==> src/rtl/motor_pkg.sv <==
// Shared definitions for the motor-driver datapath: controller state
// encoding, default duty resolution and default clock/PWM frequencies.
package motor_pkg;

    // Duty resolution in bits; a PWM period has 2**DUTY_W steps.
    localparam int DUTY_W = 8;

    // Default system clock and PWM output frequencies in Hz.
    localparam int DEF_CLK_HZ = 100_000_000;
    localparam int DEF_PWM_HZ = 1000;

    // Controller state; the encoding is shared with the driver top level.
    typedef enum logic [1:0] {
        IDLE  = 2'd0,
        RUN   = 2'd1,
        FAULT = 2'd2
    } pwm_state_t;

    // Clock cycles per PWM step, truncated (390 at the defaults).
    function automatic int calc_div(input int clk_hz, input int pwm_hz, input int duty_w);
        return clk_hz / (pwm_hz * (1 << duty_w));
    endfunction

endpackage

==> src/rtl/sync2.sv <==
// Two-flop synchronizer for asynchronous board inputs, parameterized by width.
module sync2 #(
    parameter int WIDTH = 1
) (
    input  logic             clk,
    input  logic             rst,
    input  logic [WIDTH-1:0] d,
    output logic [WIDTH-1:0] q
);
    import motor_pkg::*;

    logic [WIDTH-1:0] meta_p0;
    logic [WIDTH-1:0] sync_p1;

    // First flop may go metastable; second flop gives it a full cycle to settle.
    always_ff @(posedge clk) begin
        if (rst) begin
            meta_p0 <= '0;
            sync_p1 <= '0;
        end else begin
            meta_p0 <= d;
            sync_p1 <= meta_p0;
        end
    end

    assign q = sync_p1;

endmodule

==> src/rtl/pwm_gen.sv <==
// Soft-start PWM generator with overcurrent latch-off.
// The prescaler divides the clock into PWM steps, the step counter walks one
// period, and the applied duty creeps toward the switch setting by one LSB
// every RAMP_PERIODS periods. An overcurrent trip parks the output low until
// the fault is cleared while the comparator is quiet.
module pwm_gen #(
    parameter int CLK_HZ       = motor_pkg::DEF_CLK_HZ,
    parameter int PWM_HZ       = motor_pkg::DEF_PWM_HZ,
    parameter int DUTY_W       = motor_pkg::DUTY_W,
    parameter int RAMP_PERIODS = 4,
    parameter int DIV          = motor_pkg::calc_div(CLK_HZ, PWM_HZ, DUTY_W)
) (
    input  logic              clk,
    input  logic              rst,
    input  logic              enable,
    input  logic [DUTY_W-1:0] duty_sw,
    input  logic              overcurrent,
    input  logic              clear_fault,
    output logic              pulse,
    output logic              period_start,
    output logic [DUTY_W-1:0] duty_active,
    output logic              fault
);
    import motor_pkg::*;

    localparam int PRESC_W = (DIV > 1) ? $clog2(DIV) : 1;
    localparam int RAMP_W  = (RAMP_PERIODS > 1) ? $clog2(RAMP_PERIODS) : 1;

    localparam logic [PRESC_W-1:0] PRESC_LAST = PRESC_W'(DIV - 1);
    localparam logic [RAMP_W-1:0]  RAMP_LAST  = RAMP_W'(RAMP_PERIODS - 1);
    localparam logic [DUTY_W-1:0]  STEP_LAST  = '1;

    // Synchronized copies of the asynchronous inputs.
    logic              enable_s;
    logic              overcurrent_s;
    logic [DUTY_W-1:0] duty_s;

    pwm_state_t         state;
    logic [PRESC_W-1:0] presc;
    logic [DUTY_W-1:0]  step;
    logic [RAMP_W-1:0]  ramp_cnt;
    logic [DUTY_W-1:0]  target;

    logic tick;
    logic wrap;

    sync2 #(.WIDTH(1)) u_sync_enable (
        .clk (clk),
        .rst (rst),
        .d   (enable),
        .q   (enable_s)
    );

    sync2 #(.WIDTH(DUTY_W)) u_sync_duty (
        .clk (clk),
        .rst (rst),
        .d   (duty_sw),
        .q   (duty_s)
    );

    sync2 #(.WIDTH(1)) u_sync_oc (
        .clk (clk),
        .rst (rst),
        .d   (overcurrent),
        .q   (overcurrent_s)
    );

    // One LSB toward the target; never steps past it.
    function automatic logic [DUTY_W-1:0] ramp_toward(
        input logic [DUTY_W-1:0] cur,
        input logic [DUTY_W-1:0] tgt
    );
        if (cur < tgt) begin
            return cur + DUTY_W'(1);
        end else if (cur > tgt) begin
            return cur - DUTY_W'(1);
        end else begin
            return cur;
        end
    endfunction

    // tick: prescaler wraps this cycle; wrap: the step counter goes 255 -> 0 on it.
    assign tick = (presc == PRESC_LAST);
    assign wrap = tick && (step == STEP_LAST);

    // Controller FSM with the prescaler, step/ramp counters and all outputs registered.
    always_ff @(posedge clk) begin
        if (rst) begin
            state        <= IDLE;
            presc        <= '0;
            step         <= '0;
            ramp_cnt     <= '0;
            target       <= '0;
            duty_active  <= '0;
            pulse        <= 1'b0;
            period_start <= 1'b0;
            fault        <= 1'b0;
        end else begin
            period_start <= 1'b0;
            case (state)
                IDLE: begin
                    presc       <= '0;
                    step        <= '0;
                    ramp_cnt    <= '0;
                    target      <= '0;
                    duty_active <= '0;
                    pulse       <= 1'b0;
                    fault       <= 1'b0;
                    if (enable_s && !fault) begin
                        state <= RUN;
                    end
                end

                RUN: begin
                    if (overcurrent_s) begin
                        // A trip outranks both enable loss and a pending ramp step.
                        state       <= FAULT;
                        fault       <= 1'b1;
                        pulse       <= 1'b0;
                        duty_active <= '0;
                        presc       <= '0;
                        step        <= '0;
                        ramp_cnt    <= '0;
                        target      <= '0;
                    end else if (!enable_s) begin
                        state       <= IDLE;
                        pulse       <= 1'b0;
                        duty_active <= '0;
                        presc       <= '0;
                        step        <= '0;
                        ramp_cnt    <= '0;
                        target      <= '0;
                    end else begin
                        pulse <= (step < duty_active);
                        presc <= tick ? '0 : presc + PRESC_W'(1);
                        if (tick) begin
                            step <= step + DUTY_W'(1);
                        end
                        if (wrap) begin
                            // Period boundary: strobe, resample the switches and
                            // advance the ramp against the previously sampled target.
                            period_start <= 1'b1;
                            target       <= duty_s;
                            if (ramp_cnt == RAMP_LAST) begin
                                ramp_cnt    <= '0;
                                duty_active <= ramp_toward(duty_active, target);
                            end else begin
                                ramp_cnt <= ramp_cnt + RAMP_W'(1);
                            end
                        end
                    end
                end

                FAULT: begin
                    fault       <= 1'b1;
                    pulse       <= 1'b0;
                    duty_active <= '0;
                    presc       <= '0;
                    step        <= '0;
                    ramp_cnt    <= '0;
                    target      <= '0;
                    // Only release once the comparator has gone quiet.
                    if (clear_fault && !overcurrent_s) begin
                        state <= IDLE;
                        fault <= 1'b0;
                    end
                end

                default: begin
                    state       <= IDLE;
                    fault       <= 1'b0;
                    pulse       <= 1'b0;
                    duty_active <= '0;
                    presc       <= '0;
                    step        <= '0;
                    ramp_cnt    <= '0;
                    target      <= '0;
                end
            endcase
        end
    end

endmodule

==> config.mk <==
export PLATFORM = sky130hd
export DESIGN_NAME = pwm_gen
export DESIGN_NICKNAME = d
export VERILOG_FILES = /design/src/rtl/motor_pkg.sv /design/src/rtl/sync2.sv /design/src/rtl/pwm_gen.sv
export SDC_FILE = /design/constraint.sdc
export NUM_CORES = 1
export LEC_CHECK = 0
export BUFFER_PORTS_ARGS = -buffer_cell sky130_fd_sc_hd__buf_2
export CORE_MARGIN = 2
export CORE_UTILIZATION = 60
export DETAILED_ROUTE_END_ITERATION = 10
export PLACE_DENSITY = 0.81
export SETUP_SLACK_MARGIN = 0.4
export SKIP_LAST_GASP = 1
export SYNTH_ARGS = -nofsm -noshare
export SYNTH_HDL_FRONTEND = slang
export SYNTH_SLANG_ARGS = --single-unit
==> constraint.sdc <==
create_clock -name clk -period 5.4 [get_ports clk]
set_clock_uncertainty 0.05 [all_clocks]
set_input_delay 0.81 -clock clk [delete_from_list [all_inputs] [get_ports clk]]
set_output_delay 0.81 -clock clk [all_outputs]
set_load 0.05 [all_outputs]
* Word-level counts from Yosys, hierarchy flattened
Index checks and enable logic that the tools add are counted.
W data, S select, Z words.
** Word-level totals
- Register bits :: 60
- Output and inout port bits :: 11
- Word-level logic and storage cells :: 57
** Cells by class
- Add/subtract/negate cells :: 5
- Order comparisons :: 3
- Eq/ne operators :: 9
- Multiplexer cells :: 12
- Bitwise logic cells :: 2
- Reductions and logical operators :: 11
** Operators by type and width (number)
- $add A8 B1 Y8 const B :: 2
- $lt A8 B8 Y1 :: 2
- $mux W8 :: 2
- $mux W2 :: 5
- $add A9 B1 Y9 const B :: 1
- $eq A9 B9 Y1 const B :: 1
- $eq A8 B8 Y1 const B :: 1
- $gt A8 B8 Y1 :: 1
- $sub A8 B1 Y8 const B :: 1
- $pmux W2 S3 :: 1
- $reduce_and A3 Y1 :: 2
- $reduce_or A5 Y1 :: 1
- $eq A2 B2 Y1 const B :: 2
- $ne A2 B2 Y1 const B :: 2
- $reduce_or A4 Y1 :: 1
- $logic_and A1 B1 Y1 :: 3
- $mux W1 :: 3
- $ne A3 B2 Y1 const B :: 1
- $add A2 B1 Y2 const B :: 1
- $eq A2 B1 Y1 const B :: 1
- $logic_not A1 Y1 :: 2
- $logic_not A2 Y1 :: 1
- $ne A2 B1 Y1 const B :: 1
- $not A1 Y1 :: 2
- 2 further kinds :: 2

* Depth between registers and ports, before layout
- Depth in word-level cells :: 4
- Mapped depth :: 13
- Mapped depth without buffers :: 13

* Modules after synthesis
From an unflattened synthesis, not the netlist that was laid out.
** Second synthesis, totals
- Cell total of the unflattened synthesis :: 313
- Area total of the unflattened synthesis :: 2846.5 um^2
** By module, submodules not included
- pwm_gen :: times used 1, cells each 272, area an instance 2277.2 um^2
- sync2 (u_sync_duty) :: times used 1, cells each 33, area an instance 464.2 um^2
- sync2 (u_sync_enable ...) :: times used 2, cells each 4, area an instance 52.6 um^2

* Least setup slack after synthesis
No wires, ideal clock.
- Path kind :: register -> register
- From :: register duty_active[1]
- To :: register duty_active[6]
- Library setup time :: 127 ps
- Arrival :: 3133 ps
- Path slack :: 2090 ps
- Stages on the path, launching flop included :: 13
- Path buffers :: 0
- Clock period less this slack :: 3310 ps
- Cell sequence :: dfxtp_1 -> ha_1 -> nor2b_1 -> o211ai_1 -> a21oi_1 -> nand2b_1 -> fa_1 -> a21o_1 -> a21oi_1 -> o21bai_1 -> a21oi_1 -> nor4b_1 -> or3b_1
** Between the ends
- Word-level cells in the longest chain between the ends :: 3
- Elaborated cells on any way between the ends :: 8
- Classes of those cells :: 2 x add/sub; 2 x order compare; 2 x mux; 2 x reduce/logical
** Ends and longest elaborated chain
- start, declared :: RTL line pwm_gen.sv:21 : output logic [DUTY_W-1:0] duty_active,
- start signal, assigned :: RTL line pwm_gen.sv:146 : duty_active <= ramp_toward(duty_active, target);
- $sub A8 B1 Y8 (tied with other cells) :: RTL line pwm_gen.sv:76 : return cur - DUTY_W'(1);
- $mux W8 / $reduce_bool A2 Y1 (equally long branches)
- $mux W8 / $reduce_and A3 Y1 (equally long branches)
Several ways; a longest one is shown, not always the timed one. The select of a mux whose other input is x is not followed.
A chain may end at the register's enable or synchronous reset.

* Worst setup path after layout
Ends and elaborated chain as after synthesis.

==> summary.txt <==
Status
  – Status: complete, no violations

Setup path
  – Worst EP arrival: between 3000 and 4000 ps
  – Crit path kind: register to register
  – Critical path endpoint category: register
  – Critical Path Fanout Max: 7
  – Data required, critical path: 5570 ps
  – CP startpoint kind: register

Global routing
  – Global Route Usage Sum: 21.0%
  – Global-route wire length before repair: between 8000 and 9000 um
  – Gr ovfl total: 0
  – Largest net degree at the start of global routing: 29
  – Vias in the first global route: approximately 2000
  – Initial antenna violation count: 0

Detailed routing
  – Drt wl/cell: 12.4 um
  – Initial drt markers: 75
  – Final WL: 4720 um
  – Vias: between 2000 and 2500
  – Via-to-Cell Ratio: 5.31
  – DR pass1 iterations: 4
  – Post-route ant nets: 0
  – # DRC: 0

Final layout
  – FF/Latch Area: 1200 um^2
  – Commonest cells after routing, fill and taps aside: 60 x dfxtp_1, 40 x nor2_1, 28 x ha_1
  – Area growth syn-to-layout: 12.2%
  – Fill count: 332
  – Final Non-Filler Cells: 380
  – Most common cell after layout, fill and taps aside: dfxtp_1
  – Final #Nets: 365
  – Share of post-route cells with drive strength above 1: 13.1%
  – Area of the multi-input gates: 1500 um^2
  – # diodes: 0
  – Fin area: 3170 um^2

Synthesis
  – Synth Register Bits: 60
  – Synth cell types: 41
  – Avg Cell Area, Syn: 9.51 um^2
  – Post-synthesis sequential area ratio: a little over two fifths
  – Synth warn: 0
  – Post-Synthesis Cells: 297
  – Cell area after synthesis: roughly 2800 um^2
  – Synth area leader: dfxtp_1
  – Syn Nets: 339
  – Top cells by area, synth: dfxtp_1 43%, ha_1 12%, mux2i_1 5.7%
  – Synth top area share: 42.5%

Timing
  – Fin Setup TNS: 0 ps
  – Final setup fails: 0
  – Fmax achieved: roughly 310 MHz
  – Final hold vios: 0
  – Relative slew slack: 38.9%
  – Slew Viols, Final: 0
  – Actual slew at the worst max-slew pin: ~910 ps
  – Final Critical Period: 3250 ps
  – Fin crit share: 60.1%
  – RSZ-0062 raised after global routing: no

Clock network
  – H-tree depth: 3
  – CTS tree: built
  – Setup bufs post-CTS: 0
  – Worst-Skew Late Latency: between 300 and 400 ps
  – Clk buf depth: 2
  – Post_cts resized: 0
  – Clock root buffer master: clkbuf_8
  – Worst-path clk slew: 70 ps
  – CTS Sinks: 60
  – CTS Hold Bufs: 0
  – CTS Buf Count: 9

Die
  – IO Count: 24
  – Die W: 72.6 um
  – Core area: 4440 um^2
  – Rows: 24
  – Height of the die: 72.6 um
  – Die area: approximately 5300 um^2
  – Initial core utilization: 63.5%

Placed design
  – GP Congestion: 0.812
  – Post-DP Area: 2970 um^2
  – Port buffer count: 23
  – Dpl hpwl: 3340 um
  – Cell Count Post-Placement: 364

Power
  – Pwr/cell area: about 280 nW/um^2
  – Leakage: 1.30 nW
  – VDD IR-drop max: 0.216 mV

Worst hold path
  – HP Class: register to register

Run
  – Max-Cap Viols: 0
Yosys cell counts:
master / count
a211o_1: 1
a211oi_1: 2
a211oi_2: 1
a21o_1: 3
a21oi_1: 9
a31oi_1: 1
a32oi_1: 1
and2_1: 2
and3_1: 3
and4_1: 1
buf_1: 2
buf_2: 1
buf_6: 1
clkbuf_1: 4
dfxtp_1: 60
fa_1: 1
ha_1: 28
inv_1: 23
mux2i_1: 16
nand2_1: 9
nand2b_1: 5
nand3_1: 9
nand4_1: 7
nand4_4: 1
nand4b_1: 1
nor2_1: 40
nor2b_1: 22
nor3_1: 4
nor4_4: 1
nor4b_1: 1
o2111a_1: 1
o211ai_1: 2
o21a_1: 1
o21ai_0: 7
o21bai_1: 2
o22a_1: 1
or2_2: 2
or3_1: 1
or3b_1: 1
xnor2_1: 7
xor2_1: 12
routing by layer:
metal,wire [um],GRT usage (%),part of all wire (%),vias to the layer above
li1,-,-,-,1047
met1,2210,24.6,47,920
met2,2190,34.2,46,40
met3,171,4.83,3.6,12
met4,143,14.2,3.0,0
met5,0,0,0,-
worst paths after layout:
path | from | end | depth (start not counted) | slack, ps
setup reg to reg | duty_active[1] | duty_active[6] | 12 | 2150
hold / removal | u_sync_duty.meta_p0[6] | u_sync_duty.q[6] | 1 | 390
setup / recovery | duty_active[1] | duty_active[6] | 12 | 2150
hold reg to reg | u_sync_duty.meta_p0[6] | u_sync_duty.q[6] | 1 | 390
flip-flops by register name, summed over array words and instances (netlist names):
name,count
duty_active,8
presc,9
u_sync_enable.q,1
u_sync_duty.q,8
period_start,1
target,8
ramp_cnt,2
state,2
fault,1
u_sync_oc.meta_p0,1
step,8
u_sync_oc.q,1
pulse,1
u_sync_duty.meta_p0,8
u_sync_enable.meta_p0,1
area by class of cell:
type | instances | area share [%]
clock inverters | 5 | 1.94
well taps | 52 | 2.05
flip-flops and latches | 60 | 37.9
repair buffers | 23 | 3.63
multi-input cells | 206 | 47.3
clock buffers | 11 | 4.46
inverters | 23 | 2.73
cells by family (layout without fill, tap and decap cells):
family	Yosys count	count (layout)	synth area share [%]
flip-flops	60	60	42.5
AND/OR/NAND/NOR	110	110	20.9
AO/OA/AOI/OAI	32	32	7.49
buffers and inverters	31	62	4.43
multiplexers	16	16	5.67
XOR/XNOR	19	19	5.89
adder cells (fa/ha/maj)	29	29	13.1
power breakdown:
part           total (mW)  internal [mW]  switching [mW]
Combinational      0.0250         0.0123          0.0126
Sequential          0.454          0.451         0.00322
Clock               0.406          0.226           0.179
Total               0.885          0.690           0.195
through the flow:
stage | setup slack (ps) | hold slack (ps) | power (mW) | utilization (%)
detailed placement | 2180 | 372 | 0.489 | 66.7
global route | 1980 | 403 | 0.915 | 71.3
global placement | 2290 | 367 | 0.488 | 66.7
finish | 2150 | 386 | 0.885 | 71.3
floorplan | 2090 | 364 | 0.481 | -
CTS | 2180 | 390 | 0.891 | 71.3
critical path: stages, from the launching register on:
cell and delay, ps:
dfxtp_1 450, ha_1 280, nor2b_1 130, o211ai_1 190, a21oi_1 130, nand2b_1 300, fa_1 460, a21o_1 180
a21oi_1 210, o21bai_1 80, a21oi_1 200, nor4b_1 80, or3b_1 370
No activity file was read; power rests on OpenSTA's default activity.
